$ cat src/rtl/circuito_jogo_param.sv
// Sequence memory game: the player repeats a growing one-hot LED sequence on the buttons.
// Classic mode waits for presses only; show mode first plays the sequence back on the LEDs.
module circuito_jogo_param #(
  parameter int NBOTOES        = 4,
  parameter int NRODADAS       = 16,
  parameter int TIMEOUT_CICLOS = 3000,
  parameter int MOSTRA_CICLOS  = 50,
  localparam int RW = (NRODADAS > 1) ? $clog2(NRODADAS) : 1
) (
  input  logic               clock,
  input  logic               reset,
  input  logic               jogar,
  input  logic               modo,
  input  logic [NBOTOES-1:0] botoes,
  output logic [NBOTOES-1:0] leds,
  output logic               ganhou,
  output logic               perdeu,
  output logic               pronto,
  output logic [RW-1:0]      db_rodada,
  output logic [3:0]         db_estado,
  output logic               db_timeout
);

  localparam int TW = (TIMEOUT_CICLOS > 1) ? $clog2(TIMEOUT_CICLOS) : 1;
  localparam int MW = (MOSTRA_CICLOS > 1) ? $clog2(MOSTRA_CICLOS) : 1;
  localparam logic [RW-1:0] ULTIMA_RODADA = RW'(NRODADAS - 1);
  localparam logic [TW-1:0] TIMEOUT_MAX   = TW'(TIMEOUT_CICLOS - 1);
  localparam logic [MW-1:0] MOSTRA_MAX    = MW'(MOSTRA_CICLOS - 1);

  typedef enum logic [3:0] {
    INICIAL        = 4'd0,
    PREPARA        = 4'd1,
    MOSTRA         = 4'd2,
    ESPERA         = 4'd3,
    REGISTRA       = 4'd4,
    COMPARA        = 4'd5,
    PROXIMA_JOGADA = 4'd6,
    PROXIMA_RODADA = 4'd7,
    FIM_GANHOU     = 4'd8,
    FIM_PERDEU     = 4'd9
  } estado_t;

  estado_t            estado_reg, estado_next;
  logic               modo_reg, modo_next;
  logic [RW-1:0]      rodada_reg, rodada_next;
  logic [RW-1:0]      jogada_reg, jogada_next;
  logic [RW-1:0]      mostra_idx_reg, mostra_idx_next;
  logic [MW-1:0]      mostra_cnt_reg, mostra_cnt_next;
  logic               mostra_apagado_reg, mostra_apagado_next;
  logic [TW-1:0]      timeout_cnt_reg, timeout_cnt_next;
  logic               db_timeout_reg, db_timeout_next;
  logic [NBOTOES-1:0] botoes_prev_reg;
  logic [NBOTOES-1:0] botoes_lat_reg, botoes_lat_next;
  logic               jogada_det;

  // Sequence entry k lights button (k mod NBOTOES)
  function automatic logic [NBOTOES-1:0] entry_of(input logic [RW-1:0] idx);
    entry_of = NBOTOES'(1) << (int'(idx) % NBOTOES);
  endfunction

  // Rising edge of "any button": held buttons, or ones held on entering ESPERA, never retrigger
  assign jogada_det = (botoes != '0) && (botoes_prev_reg == '0);

  always_ff @(posedge clock) begin
    if (reset) begin
      estado_reg         <= INICIAL;
      modo_reg           <= 1'b0;
      rodada_reg         <= '0;
      jogada_reg         <= '0;
      mostra_idx_reg     <= '0;
      mostra_cnt_reg     <= '0;
      mostra_apagado_reg <= 1'b0;
      timeout_cnt_reg    <= '0;
      db_timeout_reg     <= 1'b0;
      botoes_prev_reg    <= '0;
      botoes_lat_reg     <= '0;
    end else begin
      estado_reg         <= estado_next;
      modo_reg           <= modo_next;
      rodada_reg         <= rodada_next;
      jogada_reg         <= jogada_next;
      mostra_idx_reg     <= mostra_idx_next;
      mostra_cnt_reg     <= mostra_cnt_next;
      mostra_apagado_reg <= mostra_apagado_next;
      timeout_cnt_reg    <= timeout_cnt_next;
      db_timeout_reg     <= db_timeout_next;
      botoes_prev_reg    <= botoes;
      botoes_lat_reg     <= botoes_lat_next;
    end
  end

  always_comb begin
    estado_next         = estado_reg;
    modo_next           = modo_reg;
    rodada_next         = rodada_reg;
    jogada_next         = jogada_reg;
    mostra_idx_next     = mostra_idx_reg;
    mostra_cnt_next     = mostra_cnt_reg;
    mostra_apagado_next = mostra_apagado_reg;
    timeout_cnt_next    = timeout_cnt_reg;
    db_timeout_next     = db_timeout_reg;
    botoes_lat_next     = botoes_lat_reg;

    case (estado_reg)
      INICIAL: begin
        if (jogar) begin
          estado_next = PREPARA;
          modo_next   = modo;
        end
      end
      PREPARA: begin
        rodada_next      = '0;
        jogada_next      = '0;
        timeout_cnt_next = '0;
        db_timeout_next  = 1'b0;
        estado_next      = modo_reg ? MOSTRA : ESPERA;
      end
      MOSTRA: begin
        jogada_next = '0;
        // Each entry: MOSTRA_CICLOS cycles lit, then MOSTRA_CICLOS cycles dark
        if (mostra_cnt_reg == MOSTRA_MAX) begin
          mostra_cnt_next = '0;
          if (!mostra_apagado_reg) begin
            mostra_apagado_next = 1'b1;
          end else if (mostra_idx_reg == rodada_reg) begin
            estado_next = ESPERA;
          end else begin
            mostra_idx_next     = mostra_idx_reg + 1'b1;
            mostra_apagado_next = 1'b0;
          end
        end else begin
          mostra_cnt_next = mostra_cnt_reg + 1'b1;
        end
      end
      ESPERA: begin
        if (jogada_det) begin
          estado_next = REGISTRA;
        end else if (timeout_cnt_reg == TIMEOUT_MAX) begin
          estado_next     = FIM_PERDEU;
          db_timeout_next = 1'b1;
        end else begin
          timeout_cnt_next = timeout_cnt_reg + 1'b1;
        end
      end
      REGISTRA: begin
        botoes_lat_next = botoes;
        estado_next     = COMPARA;
      end
      COMPARA: begin
        if (botoes_lat_reg != entry_of(jogada_reg)) begin
          estado_next = FIM_PERDEU;
        end else if (jogada_reg < rodada_reg) begin
          estado_next = PROXIMA_JOGADA;
        end else if (rodada_reg == ULTIMA_RODADA) begin
          estado_next = FIM_GANHOU;
        end else begin
          estado_next = PROXIMA_RODADA;
        end
      end
      PROXIMA_JOGADA: begin
        jogada_next = jogada_reg + 1'b1;
        estado_next = ESPERA;
      end
      PROXIMA_RODADA: begin
        rodada_next = rodada_reg + 1'b1;
        jogada_next = '0;
        estado_next = modo_reg ? MOSTRA : ESPERA;
      end
      FIM_GANHOU, FIM_PERDEU: begin
        if (jogar) begin
          estado_next = PREPARA;
          modo_next   = modo;
        end
      end
      default: estado_next = INICIAL;
    endcase

    // Every fresh entry into ESPERA gets a full timeout window
    if (estado_next == ESPERA && estado_reg != ESPERA) begin
      timeout_cnt_next = '0;
    end
    if (estado_reg != MOSTRA) begin
      mostra_idx_next     = '0;
      mostra_cnt_next     = '0;
      mostra_apagado_next = 1'b0;
    end
  end

  always_comb begin
    leds = '0;
    if (estado_reg == ESPERA) begin
      leds = botoes;
    end else if (estado_reg == MOSTRA && !mostra_apagado_reg) begin
      leds = entry_of(mostra_idx_reg);
    end
  end

  assign ganhou     = (estado_reg == FIM_GANHOU);
  assign perdeu     = (estado_reg == FIM_PERDEU);
  assign pronto     = ganhou || perdeu;
  assign db_rodada  = rodada_reg;
  assign db_estado  = estado_reg;
  assign db_timeout = db_timeout_reg;

endmodule

$ cat config.mk
export PLATFORM = sky130hd
export DESIGN_NAME = circuito_jogo_param
export DESIGN_NICKNAME = d
export VERILOG_FILES = /design/src/rtl/circuito_jogo_param.sv
export SDC_FILE = /design/constraint.sdc
export NUM_CORES = 1
export LEC_CHECK = 0
export ABC_AREA = 0
export BUFFER_PORTS_ARGS = -buffer_cell sky130_fd_sc_hd__buf_2
export CORE_UTILIZATION = 25
export DETAILED_ROUTE_END_ITERATION = 10
export PLACE_DENSITY_LB_ADDON = 0.08
export REMOVE_ABC_BUFFERS = 1
export SLEW_MARGIN = 15
export SYNTH_ARGS = -nofsm -noshare
export SYNTH_HDL_FRONTEND = slang
export SYNTH_SLANG_ARGS = --single-unit
$ cat constraint.sdc
create_clock -name clock -period 2.4 [get_ports clock]
set_clock_uncertainty 0.1 [all_clocks]
set_input_delay 0 -clock clock [delete_from_list [all_inputs] [get_ports clock]]
set_output_delay 0 -clock clock [all_outputs]
set_load 0.005 [all_outputs]
# --- Word-level counts from Yosys, hierarchy flattened ---
# Index checks and enable logic that the tools add are counted.
totals:
  ff_bits: 45
  latchBits: 0
  mem_bits_rw: 0
  romBits: 0
  input_bits: 8
  out_inout_bits: 16
  wordCells: 85
  memories: 0
classes:
  addsub: 5
  multipliers: 0
  div: 0
  magnitude_cmp: 1
  n_eq_ne: 20
  shift: 2
  n_mux: 24
  bitwise: 1
  reduce_logical: 21
op_table:
  columns: ["operator", "count"]
  rows:
  - ["$mux 4", 11]
  - ["$pmux 4 s7", 1]
  - ["$mux 12", 2]
  - ["$pmux 12 s2", 1]
  - ["$eq 4x3->1 const B", 4]
  - ["$pmux 4 s2", 2]
  - ["$add 12x1->12 const B", 1]
  - ["$add 4x1->4 const B", 3]
  - ["$eq 12x12->1 const B", 1]
  - ["$eq 4x2->1 const B", 3]
  - ["$eq 4x4->1 const B", 3]
  - ["$logic_not 4->1", 2]
  - ["$ne 4x2->1 const B", 2]
  - ["$shl 1x2->4 const A", 2]
  - ["$add 6x1->6 const B", 1]
  - ["$eq 6x6->1 const B", 1]
  - ["$mux 6", 1]
  - ["$ne 2x2->1 const B", 3]
  - ["$reduce_and 3->1", 2]
  - ["$reduce_bool 2->1", 3]
  - ["$reduce_or 2->1", 3]
  - ["$reduce_or 3->1", 2]
  - ["$mux 1", 5]
  - ["$eq 4x1->1 const B", 1]
  - ["11 further kinds", 14]

# --- Logic depth before layout (Yosys ltp) ---
logic_depth:
  ltp_word: 8
  ltp_mapped: 8
  depth_no_buf: 7

# --- Least setup slack after synthesis ---
# OpenSTA, ideal clock, no wires.
synth_path:
  path_type: "register -> register"
  from: "register timeout_cnt_reg[0]"
  to: "register timeout_cnt_reg[8]"
  setup_ns: 0.080
  arrival_time_ns: 1.863
  t_required_ns: 2.220
  path_slack_ns: 0.358
  stages_incl_launch_ff: 8
  path_buffers: 1
  synth_period_minus_slack_ns: 2.042
  path_cell_list: "dfxtp_1 > ha_1 > nand4bb_1 > nor4_2 > or2_1 > buf_6 > or4_4 > a211oi_2"
synth_via:
  elab_chain_cells: 7
  word_cells_on_any_way: 13
  cone_classes: "1 x add/sub; 3 x eq/ne; 6 x mux; 3 x reduce/logical"
synth_lines:
  columns: ["item", "line", "text"]
  rows:
  - ["start, declared", "50", "logic [TW-1:0] timeout_cnt_reg, timeout_cnt_next;"]
  - ["start signal, assigned", "85", "timeout_cnt_reg <= timeout_cnt_next;"]
  - ["$eq 12x12->1", "138", "end else if (timeout_cnt_reg == TIMEOUT_MAX) begin"]
  - ["$mux 4", "138", null]
  - ["$mux 4", "136", "if (jogada_det) begin"]
  - ["$pmux 4 s7", "104", "case (estado_reg)"]
  - ["$eq 4x2->1", "179", "if (estado_next == ESPERA && estado_reg != ESPERA) begin"]
  - ["$logic_and 1x1->1", "179", null]
  - ["$reduce_or 2->1 (no source line)", null, null]
# Parallel ways exist; a longest one is shown, timed or not. The select of a mux whose other input is x is not followed.
# A chain may end at the register's enable or synchronous reset.

# --- Worst setup path after layout ---
# Ends and elaborated chain as after synthesis.

==> metrics.md <==
| Metric | Value |
|---|---|
| DRT iter0 DRCs | `66` |
| Syn Inst Count | `297` |
| VDD IR max | `0.000298 V` |
| Setup-failing EPs final | `0` |
| Post-Syn Area | `2560 sq um` |
| Post-CTS sizing | `0` |
| Number of flip-flops under the largest register name | `12` |
| Static leakage | `1.12 nW` |
| Most common cell after layout, fill and taps aside | `dfxtp_1` |
| Worst path cell trace | `ha_1, nand4bb_1, nor4_2, or2_1, or4_4, a211oi_2` |
| Largest net degree at the start of global routing | `22` |
| Via count | `2184` |
| FMAX | `462 MHz` |
| Period Utilization, post-route | `between 90% and 100%` |
| Max-slew headroom | `66.5%` |
| Synth Area per Inst | `between 8 and 9 sq um` |
| Global-route wire length before repair | `11.0 mm` |
| Pin slew with the least headroom to its limit | `approximately 0.50 ns` |
| Fraction of layout instances using a drive strength above 1 | `17.0%` |
| Hold Violations, Final | `0` |
| Crit start category | `flip-flop` |
| Hold Slack | `0.0334 ns` |
| DRC Markers | `0` |
| CTS root buf | `clkbuf_8` |
| Crit-path max FO | `9` |
| Drt via density | `about 4.7` |
| Ys flop type | `dfxtp_1` |
| Vias in the first global route | `2197` |
| Hold Crit Class | `in -> reg` |
| Post-CTS setup buffer count | `0` |
| Post-layout util | `31.0%` |
| Worst setup path class | `reg -> reg` |
| Slowest Stage Delay on Critical Path | `0.54 ns` |
| Pwr dens | `between 500 and 600 nW/um^2` |
| Slowest CP cell | `or4_4` |
| Post-route minimum period | `2.16 ns` |
| Die Width | `103 um` |
| EDFF count, synth | `0` |
| CTS tree | `built` |
| Most frequent cells in the layout | `45 x dfxtp_1, 34 x nor2_1, 23 x buf_2, 16 x nor3_1` |
| RSZ-0062 raised after global routing | `false` |
| Initial antenna violation count | `0` |
| Outcome | `finished clean` |
| CP arrival | `2.29 ns` |
| Worst Path Required | `2.53 ns` |
| Routed WL per cell | `around 14 um` |
| H-Tree Depth | `2` |
| CP bufs+invs | `0` |
| GRT overflow | `0` |
| Seq/Total Area, Yosys | `35.1%` |
| Die extent in y | `103 um` |
| Hpwl dp | `4.91 mm` |
| Site row count | `36` |
| NumNets Final | `359` |
| CORE AREA | `9860 sq um` |
| Cells after DPL | `456` |
| Initial core utilization | `26.0%` |
| Num ports | `24` |
| Die Area | `10700 sq um` |
| Fin cells | `469` |
| Register bit total from synthesis | `45` |
| Routed Wire Length | `6.46 mm` |
| Cts bufs inserted | `5` |
| Max Cap Viol | `0` |
| Synth cell types | `54` |
| Post-Route Setup TNS | `0 ns` |
| Async SR Flop Fraction | `0%` |
| Clk buf depth | `2` |
| Slew Limit Fails | `0` |
| Post-DRT Antenna Nets | `0` |
| Dpl ws | `0.261 ns` |
| Clk sinks | `45` |
| Pre-antenna DRT Iters | `4` |
| Syn. warnings | `0` |
| Delay-heaviest family, CP | `simple AND/OR/NAND/NOR gates` |
| I/O Buffers | `23` |
| Fin worst setup slack | `0.237 ns` |
| CTS hold repair buffers | `6` |
| Clk_lat worst skew | `0.30 ns` |
| Number of diodes | `0` |
| Syn-to-layout area delta | `19.3%` |
| Clock slew at reported path FFs | `0.09 ns` |
| Gr usage total | `13.4%` |
| Critical Path End Type | `flip-flop` |
| GP Congestion | `roughly 0.8` |
==> cells by family after synthesis <==
| logic type | after synthesis | synth area share [%] |
|---|---|---|
| multiplexers | 6 | 2.34 |
| AND/OR/NAND/NOR | 132 | 29.6 |
| buffers and inverters | 24 | 4.05 |
| XOR/XNOR | 23 | 7.86 |
| flip-flops | 45 | 35.1 |
| AO/OA/AOI/OAI | 52 | 13.7 |
| adder cells (fa/ha/maj) | 15 | 7.32 |
==> worst register-to-register path: stages (launching register included) <==
cell and delay, ns:
dfxtp_1 0.38, ha_1 0.29, nand4bb_1 0.18, nor4_2 0.06
or2_1 0.33, or4_4 0.54, a211oi_2 0.21
==> Yosys cell counts, drive strengths merged (3+ instances only) <==
cell	number	area, sq um
nor2	34	128
inv	13	48.8
a211oi	7	62.6
a21oi	10	50.1
nand2b	8	50.1
or3	3	18.8
nand3	12	60.1
xnor2	15	131
nor2b	8	50.1
a22oi	3	22.5
ha	15	188
dfxtp	45	901
a31oi	4	25.0
and4	3	26.3
or4	3	30.0
o21ai	14	70.1
nor3	17	96.4
nand4	9	56.3
nor4	6	58.8
clkbuf	6	22.5
a22o	4	35.0
xor2	8	70.1
buf	5	32.5
or2	3	18.8
nand2	14	52.6
mux2i	6	60.1
==> stage by stage <==
stage | instance area, sq um | total power, W
after floorplan | 2510 | 0.000929
after global placement | 2900 | 0.00105
after detailed placement | 2900 | 0.00104
after CTS | 3060 | 0.00163
after global routing | 3060 | 0.00169
final | 3060 | 0.00160
==> final cells by class <==
cell class                      count  area, sq um
Multi-Input combinational cell    228         1560
Fill cell                        1035         6810
Clock buffer                        5         68.8
Tap cell                          133          166
Clock inverter                      2         35.0
Sequential cell                    45          901
Inverter                           13         48.8
Timing Repair Buffer               43          280
==> where the power goes <==
group / leakage (nW) / internal, W / switching, W / total [W]
combinational: 0.699 / 0.0000963 / 0.000159 / 0.000255
sequential: 0.364 / 0.000760 / 0.0000151 / 0.000775
clock: 0.0540 / 0.000303 / 0.000264 / 0.000567
==> worst paths after layout <==
path / slack (ns) / endpoint / cells past startpoint / startpoint
setup / recovery: 0.24 / timeout_cnt_reg[8]$_SDFFE_PP0P_ / 6 / timeout_cnt_reg[0]$_SDFFE_PP0P_
hold / removal: 0.03 / modo_reg$_SDFFE_PP0P_ / 2 / reset
setup reg to reg: 0.24 / timeout_cnt_reg[8]$_SDFFE_PP0P_ / 6 / timeout_cnt_reg[0]$_SDFFE_PP0P_
hold reg to reg: 0.37 / db_timeout$_SDFFE_PP0P_ / 2 / db_timeout$_SDFFE_PP0P_
==> metal layers <==
layer	wire length, um	global-route usage, %	up-vias
met1	3380	18.5	999
met5	0	0	-
met2	2800	21.3	27
met3	215	2.55	6
met4	72	3.58	0
li1	-	-	1152
Power figures use the tool's default switching activity.
